==> src/rtl/decoder_pkg.sv <==
// Shared definitions for the decoder stream pipeline.
//   DEC_MODE_ONEHOT / DEC_MODE_THERM : encodings of the mode input
//   dec_state_e                      : self-test sweep FSM states
package decoder_pkg;

    localparam logic DEC_MODE_ONEHOT = 1'b0;
    localparam logic DEC_MODE_THERM  = 1'b1;

    typedef enum logic [1:0] {
        IDLE  = 2'd0,
        SCAN  = 2'd1,
        DRAIN = 2'd2
    } dec_state_e;

endpackage

==> src/rtl/decoder_vec_gen.sv <==
// Combinational code-to-vector generator.
//   k_i      : IN_W-bit code
//   mode_i   : DEC_MODE_ONEHOT (bit k) or DEC_MODE_THERM (bits k..0)
//   enable_i : 0 forces a zero vector
//   vec_o    : OUT_W-bit decoded vector
//   range_o  : enabled code lies outside 0..OUT_W-1
module decoder_vec_gen
    import decoder_pkg::*;
#(
    parameter int IN_W  = 4,
    parameter int OUT_W = 16
) (
    input  logic [IN_W-1:0]  k_i,
    input  logic             mode_i,
    input  logic             enable_i,
    output logic [OUT_W-1:0] vec_o,
    output logic             range_o
);

    // Wide enough for both the code and the bit index, so the range check
    // never sees a truncated code.
    localparam int KW = ((IN_W > OUT_W) ? IN_W : OUT_W) + 1;

    logic [KW-1:0] k_ext;
    logic          in_range;

    always_comb begin
        k_ext    = KW'(k_i);
        in_range = (k_ext < KW'(OUT_W));
        range_o  = enable_i && !in_range;
        vec_o    = '0;
        for (int i = 0; i < OUT_W; i++) begin
            if (enable_i && in_range) begin
                if (mode_i == DEC_MODE_THERM) vec_o[i] = (KW'(i) <= k_ext);
                else                          vec_o[i] = (KW'(i) == k_ext);
            end
        end
    end

endmodule

==> src/rtl/decoder_stream_pipe.sv <==
// Registered IN_W-to-OUT_W decoder with valid/ready on both sides and a
// built-in sweep sequencer that emits every code 0..OUT_W-1 for self-test.
//   clk, reset          : clock, synchronous active-high reset
//   enable, mode        : decode controls, sampled with each accepted input
//   in_valid/in_ready   : input handshake, binary_in carries the code
//   scan_start          : one-cycle sweep request (ignored while busy)
//   scan_busy           : sweep FSM not IDLE
//   out_valid/out_ready : output handshake
//   decoder_out         : decoded vector, out_code: code that produced it
//   range_err           : only with DECODER_RANGE_ERR_EN defined; set for a
//                         beat whose enabled code was >= OUT_W
module decoder_stream_pipe
    import decoder_pkg::*;
#(
    parameter int IN_W  = 4,
    parameter int OUT_W = 16
) (
    input  logic             clk,
    input  logic             reset,
    input  logic             enable,
    input  logic             mode,
    input  logic             in_valid,
    output logic             in_ready,
    input  logic [IN_W-1:0]  binary_in,
    input  logic             scan_start,
    output logic             scan_busy,
    output logic             out_valid,
    input  logic             out_ready,
    output logic [OUT_W-1:0] decoder_out,
    output logic [IN_W-1:0]  out_code
`ifdef DECODER_RANGE_ERR_EN
    ,
    output logic             range_err
`endif
);

    localparam logic [IN_W-1:0] LAST_CODE = IN_W'(OUT_W - 1);

    dec_state_e        state_q, state_d;
    logic [IN_W-1:0]   cnt_q, cnt_d;
    logic              smode_q, smode_d;

    logic              out_valid_q;
    logic [OUT_W-1:0]  dec_q;
    logic [IN_W-1:0]   code_q;
    logic              rerr_q;

    logic              slot_free, accept, scan_load, load;
    logic [IN_W-1:0]   sel_k;
    logic              sel_mode, sel_en;
    logic [OUT_W-1:0]  vec;
    logic              rerr;

    assign slot_free = !out_valid_q || out_ready;
    assign in_ready  = (state_q == IDLE) && slot_free;
    assign accept    = in_valid && in_ready;
    assign scan_load = (state_q == SCAN) && slot_free;
    assign load      = accept || scan_load;

    // The sweep owns the generator while in SCAN; enable is forced on.
    assign sel_k    = scan_load ? cnt_q   : binary_in;
    assign sel_mode = scan_load ? smode_q : mode;
    assign sel_en   = scan_load ? 1'b1    : enable;

    decoder_vec_gen #(
        .IN_W  (IN_W),
        .OUT_W (OUT_W)
    ) u_vec_gen (
        .k_i      (sel_k),
        .mode_i   (sel_mode),
        .enable_i (sel_en),
        .vec_o    (vec),
        .range_o  (rerr)
    );

    always_comb begin
        state_d = state_q;
        cnt_d   = cnt_q;
        smode_d = smode_q;
        case (state_q)
            IDLE: begin
                // An input accepted this same cycle still goes first; the
                // sweep's first load can only happen from SCAN next cycle.
                if (scan_start) begin
                    state_d = SCAN;
                    cnt_d   = '0;
                    smode_d = mode;
                end
            end
            SCAN: begin
                if (slot_free) begin
                    cnt_d = cnt_q + IN_W'(1);
                    if (cnt_q == LAST_CODE) state_d = DRAIN;
                end
            end
            DRAIN: begin
                if (slot_free) state_d = IDLE;
            end
            default: state_d = IDLE;
        endcase
    end

    always_ff @(posedge clk) begin
        if (reset) begin
            state_q     <= IDLE;
            cnt_q       <= '0;
            smode_q     <= DEC_MODE_ONEHOT;
            out_valid_q <= 1'b0;
            dec_q       <= '0;
            code_q      <= '0;
            rerr_q      <= 1'b0;
        end else begin
            state_q <= state_d;
            cnt_q   <= cnt_d;
            smode_q <= smode_d;
            if (load) begin
                out_valid_q <= 1'b1;
                dec_q       <= vec;
                code_q      <= sel_k;
                rerr_q      <= rerr;
            end else if (out_ready) begin
                out_valid_q <= 1'b0;
            end
        end
    end

    assign scan_busy   = (state_q != IDLE);
    assign out_valid   = out_valid_q;
    assign decoder_out = dec_q;
    assign out_code    = code_q;

`ifdef DECODER_RANGE_ERR_EN
    assign range_err = rerr_q;
`else
    logic unused_rerr;
    assign unused_rerr = rerr_q;
`endif

endmodule

==> config.mk <==
export PLATFORM = sky130hd
export DESIGN_NAME = decoder_stream_pipe
export DESIGN_NICKNAME = d
export VERILOG_FILES = /design/src/rtl/decoder_pkg.sv /design/src/rtl/decoder_vec_gen.sv /design/src/rtl/decoder_stream_pipe.sv
export SDC_FILE = /design/constraint.sdc
export NUM_CORES = 1
export LEC_CHECK = 0
export ABC_AREA = 1
export BUFFER_PORTS_ARGS = -buffer_cell sky130_fd_sc_hd__buf_2
export CAP_MARGIN = 25
export CORE_ASPECT_RATIO = 1.4
export CORE_MARGIN = 2
export CORE_UTILIZATION = 42
export DETAILED_ROUTE_END_ITERATION = 8
export GPL_TIMING_DRIVEN = 0
export HOLD_SLACK_MARGIN = 0.03
export PLACE_DENSITY = 0.67
export SLEW_MARGIN = 20
export SYNTH_ARGS = -nofsm -noshare
export SYNTH_HDL_FRONTEND = slang
export SYNTH_SLANG_ARGS = --single-unit
==> constraint.sdc <==
create_clock -name clk -period 4.27 [get_ports clk]
set_input_delay 0.854 -clock clk [delete_from_list [all_inputs] [get_ports clk]]
set_output_delay 0.854 -clock clk [all_outputs]
set_load 0.01 [all_outputs]
==> results of run 1 <==
==> worst reg2reg max path, stage by stage (launching register included) <==
cell	delay, ns
dfxtp_1	0.38
inv_1	0.11
nand2_1	0.06
nor2_2	0.21
nand2_1	0.10
nand2_2	0.16
nand2_2	0.12
o21ai_0	0.27
nand3_1	0.11
nand2_1	0.07
inv_1	0.05
==> routing by layer <==
layer | GRT usage (%) | part of all wire (%) | vias to the layer above
li1 | - | - | 780
met1 | 24.6 | 43 | 655
met2 | 34.6 | 51 | 35
met3 | 3.05 | 3.9 | 10
met4 | 7.69 | 2.0 | 0
met5 | 0 | 0 | -
==> state kept, by name, indices dropped and copies added (netlist names) <==
| signal | flops |
|---|---|
| out_code | 4 |
| decoder_out | 16 |
| cnt_q | 4 |
| state_q | 2 |
| smode_q | 1 |
| out_valid | 1 |
==> path summary, 6_finish.rpt <==
check                         to       start  cells after the start
hold reg to reg          smode_q     smode_q                      2
setup reg to reg  decoder_out[1]  state_q[1]                     10
setup / recovery        in_ready   out_ready                      4
hold / removal           smode_q     smode_q                      2
==> cell families (layout without fill, tap and decap cells) <==
group	count (synthesis)	after routing	synth area share (%)
AND/OR/NAND/NOR	116	116	35.8
flip-flops	28	28	38.9
adder cells (fa/ha/maj)	1	1	0.867
buffers and inverters	34	70	9.11
AO/OA/AOI/OAI	42	42	15.4
==> final cells by class <==
| class | instances | area share [%] |
|---|---|---|
| clock buffer | 4 | 3.22 |
| multi-input combinational | 159 | 44.0 |
| timing repair buffer | 32 | 9.38 |
| tap | 40 | 2.93 |
| inverter | 29 | 6.37 |
| sequential | 28 | 32.8 |
| buffer | 5 | 1.32 |
==> synthesized netlist by cell type <==
cell	number
a31oi_1	2
nand2_4	2
nor3_2	1
nand3_1	14
inv_1	27
nand4_1	3
dfxtp_1	28
o21ai_1	2
buf_2	3
nor2_1	20
inv_2	2
nor2_8	1
o21ai_2	1
nor2_2	2
o21ai_0	11
a21oi_1	24
nand2_2	4
nand2_1	66
ha_1	1
nor3_1	3
clkbuf_1	2
a21o_1	1
a211oi_1	1
==> metrics by stage <==
stage               total power [mW]  cells  hold slack [ns]
global placement               0.695    293            0.448
finish                         0.858    297            0.466
floorplan                      0.591    221            0.430
CTS                            0.861    297            0.465
detailed placement             0.696    293            0.451
global route                   0.929    297            0.489
==> layout by cell type, fill, tap and decap left out <==
cell | synthesis | final
nand2_2 | 4 | 4
o21ai_2 | 1 | 1
a211oi_1 | 1 | 1
inv_2 | 2 | 2
dfxtp_1 | 28 | 28
nand2_4 | 2 | 2
inv_1 | 27 | 27
nor2_1 | 20 | 20
a31oi_1 | 2 | 2
o21ai_0 | 11 | 11
nor2_2 | 2 | 2
nor3_2 | 1 | 1
o21ai_1 | 2 | 2
clkbuf_8 | 0 | 4
clkbuf_1 | 2 | 2
a21o_1 | 1 | 1
nor2_8 | 1 | 1
a21oi_1 | 24 | 24
nand3_1 | 14 | 14
nor3_1 | 3 | 3
ha_1 | 1 | 1
buf_2 | 3 | 35
nand4_1 | 3 | 3
nand2_1 | 66 | 66
==> where the power goes <==
group / leakage (nW) / total (mW) / internal, mW / switching (mW)
registers: 0.229 / 0.330 / 0.305 / 0.0252
clock network: 0.0288 / 0.169 / 0.0827 / 0.0858
logic: 0.591 / 0.360 / 0.116 / 0.244
==> summary.md, run 1 <==
| Metric | Value |
|---|---|
| Setup-violating endpoint count in the final report | 0 |
| Mean post-synth cell area | 6.53 sq um |
| Post-layout net count | 270 |
| Maximum achievable frequency | 438 MHz |
| Die Y-Extent | 73.3 um |
| Synthesized net count | 233 |
| Result of the run | finished clean |
| Number of unique standard cell types used by synthesis | 23 |
| Routed WL per cell | 11.9 um |
| # fillers | 374 |
| Footprint of the multi-input gates | 751 sq um |
| Number of buffers between clock root and the deepest sink | 2 |
| Setup crit end kind | output pin |
| Number of vias per cell | 4.98 |
| Number of I/O port buffers | 32 |
| Rel. slew slack | 65.3% |
| Final min period | 2.28 ns |
| Minimum setup slack after placement | 1.92 ns |
| Area inside the core boundary | 3350 sq um |
| Leak | 0.848 nW |
| Number of detailed-route iterations in the first pass | 5 |
| Placed wire-length estimate | 2740 um |
| Postcts setup bufs | 0 |
| Clock insertion delay at the later pin of the skew report | 0.28 ns |
| Count of pins over their slew limit | 0 |
| CP Class | input port to output pin |
| Die X | 53.5 um |
| Aggregate routed wire length | 3550 um |
| Initial core utilization | 43.1% |
| Total standard cell area after synthesis | 1440 sq um |
| Register bit count reported by yosys | 28 |
| Leading post-synthesis cells by cell area | dfxtp_1, nand2_1, a21oi_1 |
| Number of nets with antenna violations after detailed routing | 0 |
| Initial antenna violation count | 0 |
| CTS clk-pin slew, worst paths | 0.10 ns |
| Overall via count from detail_route | 1,480 |
| Top cell family by delay on the critical path | simple AND/OR/NAND/NOR gates |
| Layout Utilization | 51.0% |
| Clock tree from TritonCTS | done |
| GRT Overall Usage | 20.1% |
| Post-synthesis sequential area ratio | 38.9% |
| CTS hold repair buffers | 0 |
| Row Count | 25 |
| Master of the slowest instance on the critical path | nor2_1 |
| Maxcap violations | 0 |
| Tcrit/Tclk final | 53.5% |
| Highest fanout seen on the critical path | 4 |
| Area used by sequential logic in the layout | 561 sq um |
| Area share of the largest cell type after synthesis | 38.9% |
| Startpoint types | input port |
| Via count of the first global-routing pass | 1,328 |
| Cell Pwr Density | 502 nW/um^2 |
| Resized Gates After CTS | 0 |
| Hold Crit Class | register to register |
| Worst-margin pin slew | 0.521 ns |
| Ordered cell list for the critical path | buf_2 -> nor2_1 -> nor2_1 -> buf_2 |
| Drc violations | 0 |
| Delay of the slowest cell on the worst path | 0.24 ns |
| Post-route cell area | 1710 sq um |
| Buf+Inv Stages, Crit Path | 2 |
| I/O pin cnt | 34 |
| Synthesized instance count | 221 |
| Die Footprint | 3930 sq um |
| Sinks on Clock Net | 28 |
| Worst voltage drop across the vdd grid | 273 uV |
| Final hold violation count | 0 |
| Maximum number of pins on one net before global-route repair | 16 |
| Layout cells sized above 1 | 20.2% |
| Dpl cell area | 1650 sq um |
| Routability-driven placement congestion ratio | 0.954 |
| H-tree levels | 1 |
| Worst Setup Slack, final | 1.99 ns |
| Clock skew | 0.00571 ns |
| Data arrival time at the worst-slack endpoint | 1.43 ns |
| Req. time, crit path | 3.42 ns |
| RSZ-0062 raised after global routing | no |
| Cell accounting for the most synthesized area | dfxtp_1 |
| First-iteration detailed-routing DRC count | 36 |
| Overflow left after global routing | 0 |
| Total clock buffers created by CTS | 3 |
| Wire length of the first global-routing pass | 5900 um |
| Sum of negative setup slack | 0 ns |
| Reg-to-reg slack, setup | 2.53 ns |
| Area Growth Syn to Fin | 18.4% |
| Number of warning messages in the yosys log | 0 |
| Antenna diodes | 0 |
| Buffer cell driving the clock tree root | clkbuf_8 |
(Power assumes the default switching activity.)
==> run 2: changes to the inputs <==
ABC_AREA = 0   (was 1)
PLACE_DENSITY = 0.68   (was 0.67)
clock period = 2.1 ns   (was 4.27 ns; I/O delays follow)
==> run 2 against run 1 <==
- largest cell class unchanged
- sequential share of layout area fell by 3.6 points
- die area rose by 14%
- area after synthesis rose by 15%
- combinational power fell by 25%
- first-iteration DRC count rose by 92%
- highest routed layer unchanged
- worst setup slack got worse by 1.8 ns
- critical path depth rose by 2
- cell count fell by 3.0%
- critical path type is now register to register
- sequential power rose by 73%
- power rose by 39%
- via count rose by 10%
==> summary.md, run 2 <==
| Metric | Value |
|---|---|
| Result of the run | finished clean |
| Final min period | 1.90 ns |
| Fraction of power consumed by combinational cells | 22.5% |
| CTS hold repair buffers | 0 |
| Setup-violating endpoint count in the final report | 0 |
| Clock skew | 0.00540 ns |
| Post-route cell area | 1920 sq um |
| Area share of the largest cell type after synthesis | 33.9% |
| Number of unique standard cell types used by synthesis | 50 |
| Number of warning messages in the yosys log | 0 |
| I/O pin cnt | 34 |
| Most frequent cells after synthesis | dfxtp_1, nor2_1, nand2_1 |
| Async set or reset register ratio after synthesis | 0% |
| Cell internal pwr | 0.826 mW |
| Reg-to-reg slack, setup | 0.20 ns |
| Most common cell after layout, fill and taps aside | buf_2 |
| Mean post-synth cell area | 7.88 sq um |
| Maxcap violations | 0 |
| Leak | 0.783 nW |
| Tcrit/Tclk final | 90.6% |
| Via count of the first global-routing pass | 1,532 |
| Dominant synthesized flop cell | dfxtp_1 |
| Number of vias per cell | 5.68 |
| Startpoint types | register |
| H-tree levels | 1 |
| # fillers | 430 |
| Buffer cell driving the clock tree root | clkbuf_8 |
| Antenna diodes | 0 |
| RSZ-0062 raised after global routing | no |
| Maximum number of pins on one net before global-route repair | 16 |
| Total clock buffers created by CTS | 3 |
| Final hold violation count | 0 |
| Sinks on Clock Net | 28 |
| Cell Pwr Density | 621 nW/um^2 |
| Number of detailed-route iterations in the first pass | 5 |
| Routability-driven placement congestion ratio | 0.942 |
| Drc violations | 0 |
| Placed wire-length estimate | 3530 um |
| Data arrival time at the worst-slack endpoint | 2.14 ns |
| Switching share of power | 30.7% |
| Worst voltage drop across the vdd grid | 370 uV |
| Row Count | 27 |
| Minimum setup slack after placement | 0.0989 ns |
| Routed WL per cell | 17.0 um |
| Dpl cell area | 1860 sq um |
| Maximum achievable frequency | 526 MHz |
| First-iteration detailed-routing DRC count | 69 |
| Critical hold path startpoint | scan_start |
| Req. time, crit path | 2.34 ns |
| Rel. slew slack | 60.8% |
| Layout cells sized above 1 | 20.0% |
| Synthesized instance count | 210 |
| Post-layout net count | 258 |
| Count of pins over their slew limit | 0 |
| Cell accounting for the most synthesized area | dfxtp_1 |
| CP Class | register to register |
| Synthesized net count | 222 |
| Master of the slowest instance on the critical path | nor3_1 |
| Clock share of power | 29.5% |
| Postcts setup bufs | 0 |
| Worst Setup Slack, final | 0.197 ns |
| Area inside the core boundary | 3850 sq um |
| Beginning of the critical path | state_q[0] |
| Number of buffers between clock root and the deepest sink | 2 |
| Clock insertion delay at the later pin of the skew report | 0.29 ns |
| Launching point of the worst reg2reg path | state_q[0] |
| Layout Utilization | 49.8% |
| Number of I/O port buffers | 31 |
| Highest fanout seen on the critical path | 10 |
| Hold Crit Class | input port to register |
| Worst-margin pin slew | 0.584 ns |
| Post-synthesis sequential area ratio | 33.9% |
| Area Growth Syn to Fin | 16.0% |
| Leading post-synthesis cells by cell area | dfxtp_1, mux2i_1, nor2_1 |
| Initial antenna violation count | 0 |
| CTS clk-pin slew, worst paths | 0.09 ns |
| Max reg flops | 16 |
| Ordered cell list for the critical path | buf_2 -> a21oi_1 -> nor3_1 -> nand2b_1 -> a31oi_1 -> a32o_1 |
| Overall via count from detail_route | 1,635 |
| Clock tree from TritonCTS | done |
| Sum of negative setup slack | 0 ns |
| Initial core utilization | 42.9% |
| Commonest cells after routing, fill and taps aside | buf_2, dfxtp_1, nor2_1 |
| Die Y-Extent | 78.3 um |
| Wire length of the first global-routing pass | 7830 um |
| Delay of the slowest cell on the worst path | 0.46 ns |
| Portion of total power attributed to sequential cells | 48.0% |
| GRT Overall Usage | 22.8% |
| Resized Gates After CTS | 0 |
| Die Footprint | 4460 sq um |
| Setup crit end kind | register |
| Count of flip-flops with a built-in enable after synthesis | 0 |
| Number of nets with antenna violations after detailed routing | 0 |
| Net switching power | 0.366 mW |
| Aggregate routed wire length | 4910 um |
| Overflow left after global routing | 0 |
| Die X | 57.0 um |
| Total standard cell area after synthesis | 1650 sq um |
| Register bit count reported by yosys | 28 |
| Most numerous cell in the Yosys netlist | dfxtp_1 |
run 2: cell count changes in the layout (fill, tap and decap cells not counted), moves of 7 or more:
cell,previous run,this run
nand3_1,14,5
nor2_1,20,27
mux2i_1,0,11
nand2_1,66,25
inv_1,27,2
clkbuf_1,2,11
a21oi_1,24,11
run 2: final timing paths:
check / end / cells past startpoint
worst max-delay path: decoder_out[4] / 6
worst min-delay path: smode_q / 3
worst min register to register: decoder_out[0] / 1
worst max register to register: decoder_out[4] / 6
run 2: cell type report:
type	count	area, sq um	share of cell area [%]
buffer	21	101	5.28
clock buffer	4	55.1	2.87
inverter	3	11.3	0.587
multi-input combinational	158	981	51.1
sequential	28	561	29.2
tap	43	53.8	2.80
timing repair buffer	31	155	8.09
run 2: metal layers:
metal  track usage (%)  up-vias  routed length [um]
met4              10.9        0                 118
li1                  -      824                   -
met1              30.2      726                2090
met5                 0        -                   0
met3              2.31        9                 317
met2              36.7       76                2380
run 2: stage by stage:
stage                     std cells  total power, mW  hold WS [ns]
final                           288             1.19         0.413
after global placement          284            0.850         0.430
after global routing            288             1.25         0.427
after CTS                       288             1.19         0.413
after floorplan                 210            0.762         0.481
after detailed placement        284            0.851         0.441
run 2: worst max-delay path: cells and delay by family, from the launching register on:
kind,cells,cell delay [ns]
buffers and inverters,1,0.22
AND/OR/NAND/NOR,2,0.73
flip-flops,1,0.39
AO/OA/AOI/OAI,3,0.51
run 2: power by group through the flow:
stage | Clock, mW | Sequential (mW) | Combinational (mW)
3_3_place_gp | 0 | 0.584 | 0.266
4_1_cts | 0.354 | 0.572 | 0.267
6_report | 0.351 | 0.572 | 0.269
2_1_floorplan | 0 | 0.593 | 0.169
3_5_place_dp | 0 | 0.584 | 0.266
5_1_grt | 0.378 | 0.576 | 0.295
run 2: logic make-up after synthesis:
group                      synth area share (%)
buffers and inverters                      6.81
AOI/OAI and AO/OA                          22.4
and+or+nand+nor                            26.4
xor gates and xnor gates                   1.59
DFF                                        33.9
adders and majority gates                 0.756
muxes                                      8.17
